### config.mk
export PLATFORM = sky130hd
export DESIGN_NAME = button_event_encoder_flat
export DESIGN_NICKNAME = d
export VERILOG_FILES = /design/src/rtl/button_event_encoder_if.sv /design/src/rtl/button_event_encoder.sv /design/src/flat_wrapper.sv
export SDC_FILE = /design/constraint.sdc
export NUM_CORES = 1
export LEC_CHECK = 0
export CAP_MARGIN = 20
export CELL_PAD_IN_SITES_DETAIL_PLACEMENT = 0
export CELL_PAD_IN_SITES_GLOBAL_PLACEMENT = 1
export CORE_ASPECT_RATIO = 0.5
export CORE_UTILIZATION = 43
export CTS_CLUSTER_SIZE = 28
export DETAILED_ROUTE_END_ITERATION = 6
export PLACE_DENSITY_LB_ADDON = 0.3
export SYNTH_ARGS = -nofsm -noshare
export SYNTH_HDL_FRONTEND = slang
export SYNTH_SLANG_ARGS = --single-unit
export TNS_END_PERCENT = 50
### constraint.sdc
create_clock -name clk -period 3.98 [get_ports clk]
set_clock_uncertainty 0.2 [all_clocks]
set_input_delay 0.597 -clock clk [delete_from_list [all_inputs] [get_ports clk]]
set_output_delay 0.597 -clock clk [all_outputs]
set_load 0.02 [all_outputs]
### src/rtl/button_event_encoder_if.sv
// Press-event handshake between the button encoder and its consumer.
// The encoder drives a 3-bit button ID with a valid flag; the consumer
// answers with ready. IDs 1..4 name b1..b4, 0 means no entry.
interface button_event_encoder_if;
  logic       press_valid;
  logic [2:0] press_id;
  logic       press_ready;

  modport master (
    output press_valid,
    output press_id,
    input  press_ready
  );

  modport slave (
    input  press_valid,
    input  press_id,
    output press_ready
  );
endinterface

### src/rtl/button_event_encoder.sv
// Button event encoder: synchronizes and debounces four raw push-buttons,
// turns debounced rising edges into pending presses (one slot per button)
// and hands them out one at a time, lowest button first, over a
// valid/ready handshake. Presses that arrive while a button's slot is
// still occupied are lost and tallied in a saturating drop counter.
module button_event_encoder #(
  parameter int DEBOUNCE_CYCLES = 250000,
  parameter int CNT_W           = 20
) (
  input  logic                    clk,
  input  logic                    rst,
  input  logic                    b1,
  input  logic                    b2,
  input  logic                    b3,
  input  logic                    b4,
  button_event_encoder_if.master  press,
  output logic [3:0]              btn_level,
  output logic [7:0]              drop_count
);

  // Counter value on which a level change is finally accepted.
  localparam logic [CNT_W-1:0] CNT_MAX = CNT_W'(DEBOUNCE_CYCLES - 1);

  logic [3:0]       w_raw;
  logic [3:0]       r_sync1;
  logic [3:0]       r_sync2;
  logic [CNT_W-1:0] r_count [4];
  logic [3:0]       r_level;
  logic [3:0]       w_toggle;
  logic [3:0]       w_pressEdge;
  logic [3:0]       r_pending;
  logic [3:0]       w_grant;
  logic [2:0]       w_grantId;
  logic             w_anyPending;
  logic             w_load;
  logic [3:0]       w_clear;
  logic [3:0]       w_dropVec;
  logic [2:0]       w_dropNum;
  logic [8:0]       w_dropSum;
  logic             r_valid;
  logic [2:0]       r_id;
  logic [7:0]       r_drop;

  assign w_raw = {b4, b3, b2, b1};

  // Two-flop synchronizer per button; only the second stage is used.
  always_ff @(posedge clk or posedge rst) begin
    if (rst) begin
      r_sync1 <= '0;
      r_sync2 <= '0;
    end else begin
      r_sync1 <= w_raw;
      r_sync2 <= r_sync1;
    end
  end

  // A level change is accepted on the edge its counter has already seen
  // DEBOUNCE_CYCLES-1 consecutive disagreeing samples plus this one.
  always_comb begin
    w_toggle = '0;
    for (int i = 0; i < 4; i++) begin
      w_toggle[i] = (r_sync2[i] != r_level[i]) && (r_count[i] == CNT_MAX);
    end
  end

  // Only 0->1 transitions of the debounced level are presses.
  assign w_pressEdge = w_toggle & ~r_level;

  // Per-button debounce counter and debounced level.
  always_ff @(posedge clk or posedge rst) begin
    if (rst) begin
      r_level <= '0;
      for (int i = 0; i < 4; i++) begin
        r_count[i] <= '0;
      end
    end else begin
      for (int i = 0; i < 4; i++) begin
        if (r_sync2[i] == r_level[i]) begin
          r_count[i] <= '0;
        end else if (w_toggle[i]) begin
          r_level[i] <= ~r_level[i];
          r_count[i] <= '0;
        end else begin
          r_count[i] <= r_count[i] + CNT_W'(1);
        end
      end
    end
  end

  assign btn_level = r_level;

  // Output register accepts a new entry when empty or when the current
  // entry is being taken by the consumer this cycle.
  assign w_load = ~r_valid | press.press_ready;

  // Fixed priority select over the pending slots, b1 first.
  always_comb begin
    w_grant      = '0;
    w_grantId    = '0;
    w_anyPending = 1'b0;
    if (r_pending[0]) begin
      w_grant      = 4'b0001;
      w_grantId    = 3'd1;
      w_anyPending = 1'b1;
    end else if (r_pending[1]) begin
      w_grant      = 4'b0010;
      w_grantId    = 3'd2;
      w_anyPending = 1'b1;
    end else if (r_pending[2]) begin
      w_grant      = 4'b0100;
      w_grantId    = 3'd3;
      w_anyPending = 1'b1;
    end else if (r_pending[3]) begin
      w_grant      = 4'b1000;
      w_grantId    = 3'd4;
      w_anyPending = 1'b1;
    end
  end

  assign w_clear = w_load ? w_grant : 4'b0000;

  // A press is lost only when its slot is full and not draining this edge;
  // if the slot drains on the same edge the new press simply refills it.
  assign w_dropVec = w_pressEdge & r_pending & ~w_clear;
  assign w_dropNum = {2'b00, w_dropVec[0]} + {2'b00, w_dropVec[1]}
                   + {2'b00, w_dropVec[2]} + {2'b00, w_dropVec[3]};
  assign w_dropSum = {1'b0, r_drop} + {6'b000000, w_dropNum};

  // Pending slots: set on a press edge, cleared when loaded into the output.
  always_ff @(posedge clk or posedge rst) begin
    if (rst) begin
      r_pending <= '0;
    end else begin
      r_pending <= (r_pending & ~w_clear) | w_pressEdge;
    end
  end

  // Single-entry output register holding the event offered to the consumer.
  always_ff @(posedge clk or posedge rst) begin
    if (rst) begin
      r_valid <= 1'b0;
      r_id    <= '0;
    end else if (w_load) begin
      r_valid <= w_anyPending;
      r_id    <= w_grantId;
    end
  end

  assign press.press_valid = r_valid;
  assign press.press_id    = r_id;

  // Saturating tally of lost presses.
  always_ff @(posedge clk or posedge rst) begin
    if (rst) begin
      r_drop <= '0;
    end else if (w_dropSum[8]) begin
      r_drop <= 8'hFF;
    end else begin
      r_drop <= w_dropSum[7:0];
    end
  end

  assign drop_count = r_drop;

endmodule

### src/flat_wrapper.sv
// flat-port wrapper written by rule: the top's interface ports become plain ports
module button_event_encoder_flat 
#(
  parameter int DEBOUNCE_CYCLES = 250000,
  parameter int CNT_W           = 20
)
  (clk, rst, b1, b2, b3, b4, btn_level, drop_count, press_press_valid, press_press_id, press_press_ready);
  button_event_encoder_if press_i ();
  input  logic clk;
  input  logic rst;
  input  logic b1;
  input  logic b2;
  input  logic b3;
  input  logic b4;
  output logic [3:0] btn_level;
  output logic [7:0] drop_count;
  output wire logic [$bits(press_i.press_valid)-1:0] press_press_valid;
  output wire logic [$bits(press_i.press_id)-1:0] press_press_id;
  input wire logic [$bits(press_i.press_ready)-1:0] press_press_ready;
  assign press_press_valid = press_i.press_valid;
  assign press_press_id = press_i.press_id;
  assign press_i.press_ready = press_press_ready;
  button_event_encoder #(.DEBOUNCE_CYCLES(DEBOUNCE_CYCLES), .CNT_W(CNT_W)) u_core (.clk(clk), .rst(rst), .b1(b1), .b2(b2), .b3(b3), .b4(b4), .press(press_i), .btn_level(btn_level), .drop_count(drop_count));
endmodule
# Yosys cells after proc, flatten, opt, wreduce, memory -nomap -nowiden
# Cells that the tools add are included.
# totals
elab_cells	81
ff_bits	108
inputBits	7
# classes
n_eq_ne	12
add_sub_neg	8
mux	22
reduce_logical	8
bitwise_logic	17
# op_table
op	n
$mux 20	8
$add 20x1->20 const B	4
$eq 20x18->1 const B	4
$mux 4	5
$and 4x4->4	4
$mux 3	4
$add 8x3->9	1
$not 1->1	9
$mux 8	1
$not 4->4	2
$reduce_and 2->1	4
$add 3x1->3	2
$eq 1x1->1	4
$logic_and 1x1->1	4
$mux 1	4
$ne 1x1->1	4
$or 4x4->4	1
$add 1x1->2	1
$or 1x1->1	1

# Longest topological paths before layout
# depth
word_depth	12
mapped_depth	15

# Worst setup path before layout
# Ideal clock, no wire load.
# synth_path
kind	reg2reg
startpoint	reg u_core.r_count[60] (netlist name)
endpoint	reg u_core.r_drop[6] (netlist: u_core.drop_count[6])
stages_incl_launch_ff	16
arrival_time_ns	3.463
setup_slack_ns	0.192
setup_ns	0.125
cell_sequence	dfrtp_1 -> ha_1 -> and3_1 -> buf_2 -> nand4_1 -> or2_1 -> nor3_1 -> ha_1 -> fa_1 -> ha_1 -> inv_1 -> fa_1 -> nor2b_1 -> o2111a_1 -> nand2_1 -> mux2_2
# synth_via
elab_chain_len	10
# synth_lines
element	line	text
start, declared	button_event_encoder.sv:27	logic [CNT_W-1:0] r_count [4];
start signal, assigned by index	button_event_encoder.sv:84	r_count[i] <= r_count[i] + CNT_W'(1);
$eq 20x18->1	button_event_encoder.sv:62	w_toggle[i] = (r_sync2[i] != r_level[i]) && (r_count[i] == CNT_MAX);
$logic_and 1x1->1	button_event_encoder.sv:62	
$and 4x4->4	button_event_encoder.sv:67	assign w_pressEdge = w_toggle & ~r_level;
$and 4x4->4 (2 in series)	button_event_encoder.sv:124	assign w_dropVec = w_pressEdge & r_pending & ~w_clear;
$add 1x1->2	button_event_encoder.sv:125	assign w_dropNum = {2'b00, w_dropVec[0]} + {2'b00, w_dropVec[1]}
$add 3x1->3 (2 in series)	button_event_encoder.sv:126	+ {2'b00, w_dropVec[2]} + {2'b00, w_dropVec[3]};
$add 8x3->9	button_event_encoder.sv:127	assign w_dropSum = {1'b0, r_drop} + {6'b000000, w_dropNum};
$mux 8	button_event_encoder.sv:156	end else if (w_dropSum[8]) begin
end signal, assigned	button_event_encoder.sv:159	r_drop <= w_dropSum[7:0];
end, declared	button_event_encoder.sv:42	logic [7:0] r_drop;
# No other way between the ends.
# A chain may end at the register's enable or synchronous reset.

# Worst setup path after layout
# layout_path
startpoint	reg u_core.r_count[25] (netlist name)
endpoint	reg u_core.r_drop[4] (netlist: u_core.drop_count[4])
# layout_via
elab_chain_len	9
# layout_lines
element	line
$eq 20x18->1	button_event_encoder.sv:62
$logic_and 1x1->1	button_event_encoder.sv:62
$and 4x4->4	button_event_encoder.sv:67
$and 4x4->4 (2 in series)	button_event_encoder.sv:124
$add 3x1->3 (2 in series)	button_event_encoder.sv:126
$add 8x3->9	button_event_encoder.sv:127
$mux 8	button_event_encoder.sv:156
# No other way between the ends.

==> metrics.log <==
[metrics] clock sinks: 108
[metrics] top area cells in the synthesized netlist: sky130_fd_sc_hd__dfrtp_1 (52%), sky130_fd_sc_hd__xor2_1 (5.5%), sky130_fd_sc_hd__nor2_1 (4.8%)
[metrics] Iteration-0 DRC Markers: 208
[metrics] register area share after synthesis: 51.7%
[metrics] DRC violation count after routing: 0
[metrics] Detail Placement HPWL: 6860 um
[metrics] Placed Cells incl. Taps: 704
[metrics] syn nets: 530
[metrics] maximum number of pins on one net before global-route repair: 60
[metrics] fin. max-slew vios: 0
[metrics] number of global-route vias before repair: 3,676
[metrics] row count: 28
[metrics] cell area power density: 337 nW/um2
[metrics] post-synthesis register bit count: 108
[metrics] minimum setup slack after placement: -0.0751 ns
[metrics] wire length of the first global-routing pass: 17,600 um
[metrics] antenna violations before repair: 0
[metrics] final antenna diode count: 0
[metrics] Crit path required time: 4.02 ns
[metrics] clock tree from TritonCTS: built
[metrics] mean routed wirelength per cell: 14.0 um
[metrics] Unique masters post-synth: 45
[metrics] number of detailed-route iterations in the first pass: 4
[metrics] clock transition at the registers of the reported paths: 0.07 ns
[metrics] Cell Area, Synth: 5230 um2
[metrics] count of vias placed by the detailed router: 3,824
[metrics] worst endpoint data arrival time: 3.85 ns
[metrics] global route overflow: 0
[metrics] final clock period utilization by the worst path: 95.8%
[metrics] number of cells produced by synthesis: 512
[metrics] number of nets still failing antenna checks after routing: 0
[metrics] combinational family with the most area after synthesis: simple AND/OR/NAND/NOR gates
[metrics] Static Leak: 0.00258 uW
[metrics] share of cells above drive strength 1: 9.14%
[metrics] Fin Setup TNS: 0 ns
[metrics] Peak supply drop: 0.169 mV
[metrics] fin cells: 723
[metrics] effective utilization at floorplan: 44.1%
[metrics] wirelength, routed: 10,100 um
[metrics] # Max-Cap Violations: 0
[metrics] die area: 12,600 um2
[metrics] XOR/XNOR Fraction of Synth Area: 10.1%
[metrics] actual slew at the worst max-slew pin: 0.760 ns
[metrics] routability cong.: 0.819
[metrics] number of vias per cell after detailed routing: 5.29
[metrics] Syn-to-layout area delta: 16.2%
[metrics] area leader, netlist: sky130_fd_sc_hd__dfrtp_1
[metrics] die span in x: 158 um
[metrics] number of warnings issued by yosys: 0
[metrics] fraction of registers with async set or reset after synthesis: 100%
[metrics] worst min-delay path class: register to register
[metrics] clock latency at the later pin of the worst-skew pair: 0.35 ns
[metrics] Worst setup SP type: register
[metrics] normalized max-slew margin: 49.3%
[metrics] post-layout worst setup margin: 0.168 ns
[metrics] adder-cell area share of the yosys netlist: 2.92%
[metrics] count of nets after finishing: 571
[metrics] cell chosen for the clock root: sky130_fd_sc_hd__clkbuf_16
[metrics] core region area: 11,800 um2
[metrics] number of flops mapped to enable cells by yosys: 0
[metrics] mean post-synth cell area: 10.2 um2
[metrics] synthesized-area fraction occupied by and/or/nand/nor cells: 26.1%
[metrics] Hold Violations, Final: 0
[metrics] CP Max Fanout: 5
[metrics] category of the most critical setup path: register to register
[metrics] post-layout minimum cycle time: 3.81 ns
[metrics] post-synthesis compound-gate area fraction: 5.91%
[metrics] CTS H-tree depth: 3
[metrics] I/O Pins: 23
[metrics] total global-route track usage: 17.9%
[metrics] height of the die: 80.0 um
[metrics] TritonCTS buffer count: 9
[metrics] Clock Path Buffers: 2
[metrics] crit end category: register
[metrics] area fraction of the dominant cell type after synthesis: 51.7%
[metrics] number of setup violations in the final report: 0
[metrics] hold-fix buffer count after cts: 0
[metrics] dominant synthesized flop cell: sky130_fd_sc_hd__dfrtp_1
[metrics] IO buf count: 22
[metrics] result of the run: finished, final reports clean
[metrics] FMAX: 262 MHz
[metrics] mux contribution to synthesized area: 1.65%
## critical path, cell delays in order, from the launching register on
cell	delay (ns)
sky130_fd_sc_hd__dfrtp_1	0.45
sky130_fd_sc_hd__nor4b_1	0.38
sky130_fd_sc_hd__nand2_1	0.17
sky130_fd_sc_hd__or4b_1	0.56
sky130_fd_sc_hd__nor3_1	0.25
sky130_fd_sc_hd__fa_1	0.47
sky130_fd_sc_hd__ha_1	0.22
sky130_fd_sc_hd__inv_1	0.07
sky130_fd_sc_hd__fa_2	0.21
sky130_fd_sc_hd__nor2b_2	0.05
sky130_fd_sc_hd__buf_4	0.12
sky130_fd_sc_hd__buf_4	0.12
sky130_fd_sc_hd__o21ai_0	0.20
sky130_fd_sc_hd__xor2_1	0.16
sky130_fd_sc_hd__nand2_1	0.06
## area by class of cell
class	count	area (um2)
multi-input cells	382	2470
well taps	165	206
flip-flops and latches	108	2700
clock inverters	3	21.3
clock buffers	13	260
inverters	13	51.3
repair buffers	39	360
fillers	1103	5770
## metal layers
| layer | GRT usage, % | up-vias | part of all wire (%) |
|---|---|---|---|
| met5 | 0 | - | 0 |
| met4 | 6.15 | 0 | 1.1 |
| met3 | 4.18 | 10 | 2.7 |
| met2 | 27.1 | 40 | 44 |
| met1 | 25.0 | 1866 | 52 |
| li1 | - | 1908 | - |
## cell families (layout without fill, tap and decap cells)
family                   after synthesis  in the layout
buffers and inverters                 22             68
AND/OR/NAND/NOR                      249            249
flip-flops                           108            108
AO/OA/AOI/OAI                         54             54
adder cells (fa/ha/maj)               11             11
XOR/XNOR                              60             60
multiplexers                           8              8
## synthesized netlist by cell type, drive strengths merged (4+ instances only)
cell type  count
xnor2         27
and4          10
nand3         27
nand4         29
o21ai         27
and2           4
o31ai          5
buf            4
or3           13
inv           13
mux2           5
ha             9
nor3          15
dfrtp        108
nand2b         7
nor2          67
a21oi         18
nor4           9
nand2         28
nor4b          6
and3          18
or4            4
clkbuf         5
xor2          33
## cells in the final DEF, fill, tap and decap left out, drive strengths merged, types with 6 or more instances in the layout
cell type	n
dfrtp	108
nor2	67
xor2	33
nand4	29
nand2	28
xnor2	27
o21ai	27
nand3	27
clkdlybuf4s50	22
and3	18
a21oi	18
buf	17
nor3	15
or3	13
inv	13
clkbuf	13
and4	10
ha	9
nor4	9
nand2b	7
nor4b	6
## metrics by stage
step | hold slack [ns] | area (um2) | total power [uW] | utilization, %
3_5_place_dp | 0.146 | 5740 | 1210 | 48.4
4_1_cts | 0.161 | 6020 | 2080 | 50.9
2_1_floorplan | 0.131 | 5230 | 1180 | -
5_1_grt | 0.167 | 6070 | 2130 | 51.3
3_3_place_gp | 0.138 | 5740 | 1210 | 48.4
6_report | 0.162 | 6070 | 2050 | 51.3
## power breakdown
group          internal, uW  leakage, uW  switching, uW  total [uW]
Combinational          23.5     0.000976           45.7        69.1
Clock                   460     0.000136            394         854
Sequential             1110      0.00147           12.9        1120
## registers in the layout, summed over array words and instances (netlist names)
register	cells
u_core.btn_level	4
u_core.drop_count	8
u_core.press.press_id	3
u_core.press.press_valid	1
u_core.r_count	80
u_core.r_pending	4
u_core.r_sync1	4
u_core.r_sync2	4
## what timing repair did
item,in CTS,in global routing
setup endpoints to repair,5,7
cloned,0,0
pin swaps,0,6
gates resized for setup,1,8
setup buffers,0,3
## final timing paths
check                                  endpoint          startpoint  cells after the start  slack (ns)
min                           u_core.r_sync2[0]   u_core.r_sync1[0]                      0        0.16
max reg2reg                u_core.drop_count[4]  u_core.r_count[25]                     14        0.17
max in group asynchronous    u_core.r_count[68]                 rst                      3        2.28
max                        u_core.drop_count[4]  u_core.r_count[25]                     14        0.17
min in group asynchronous  u_core.drop_count[7]                 rst                      2        0.54
min reg2reg                   u_core.r_sync2[0]   u_core.r_sync1[0]                      0        0.16
Note: power is estimated with default switching activity, not from simulation.
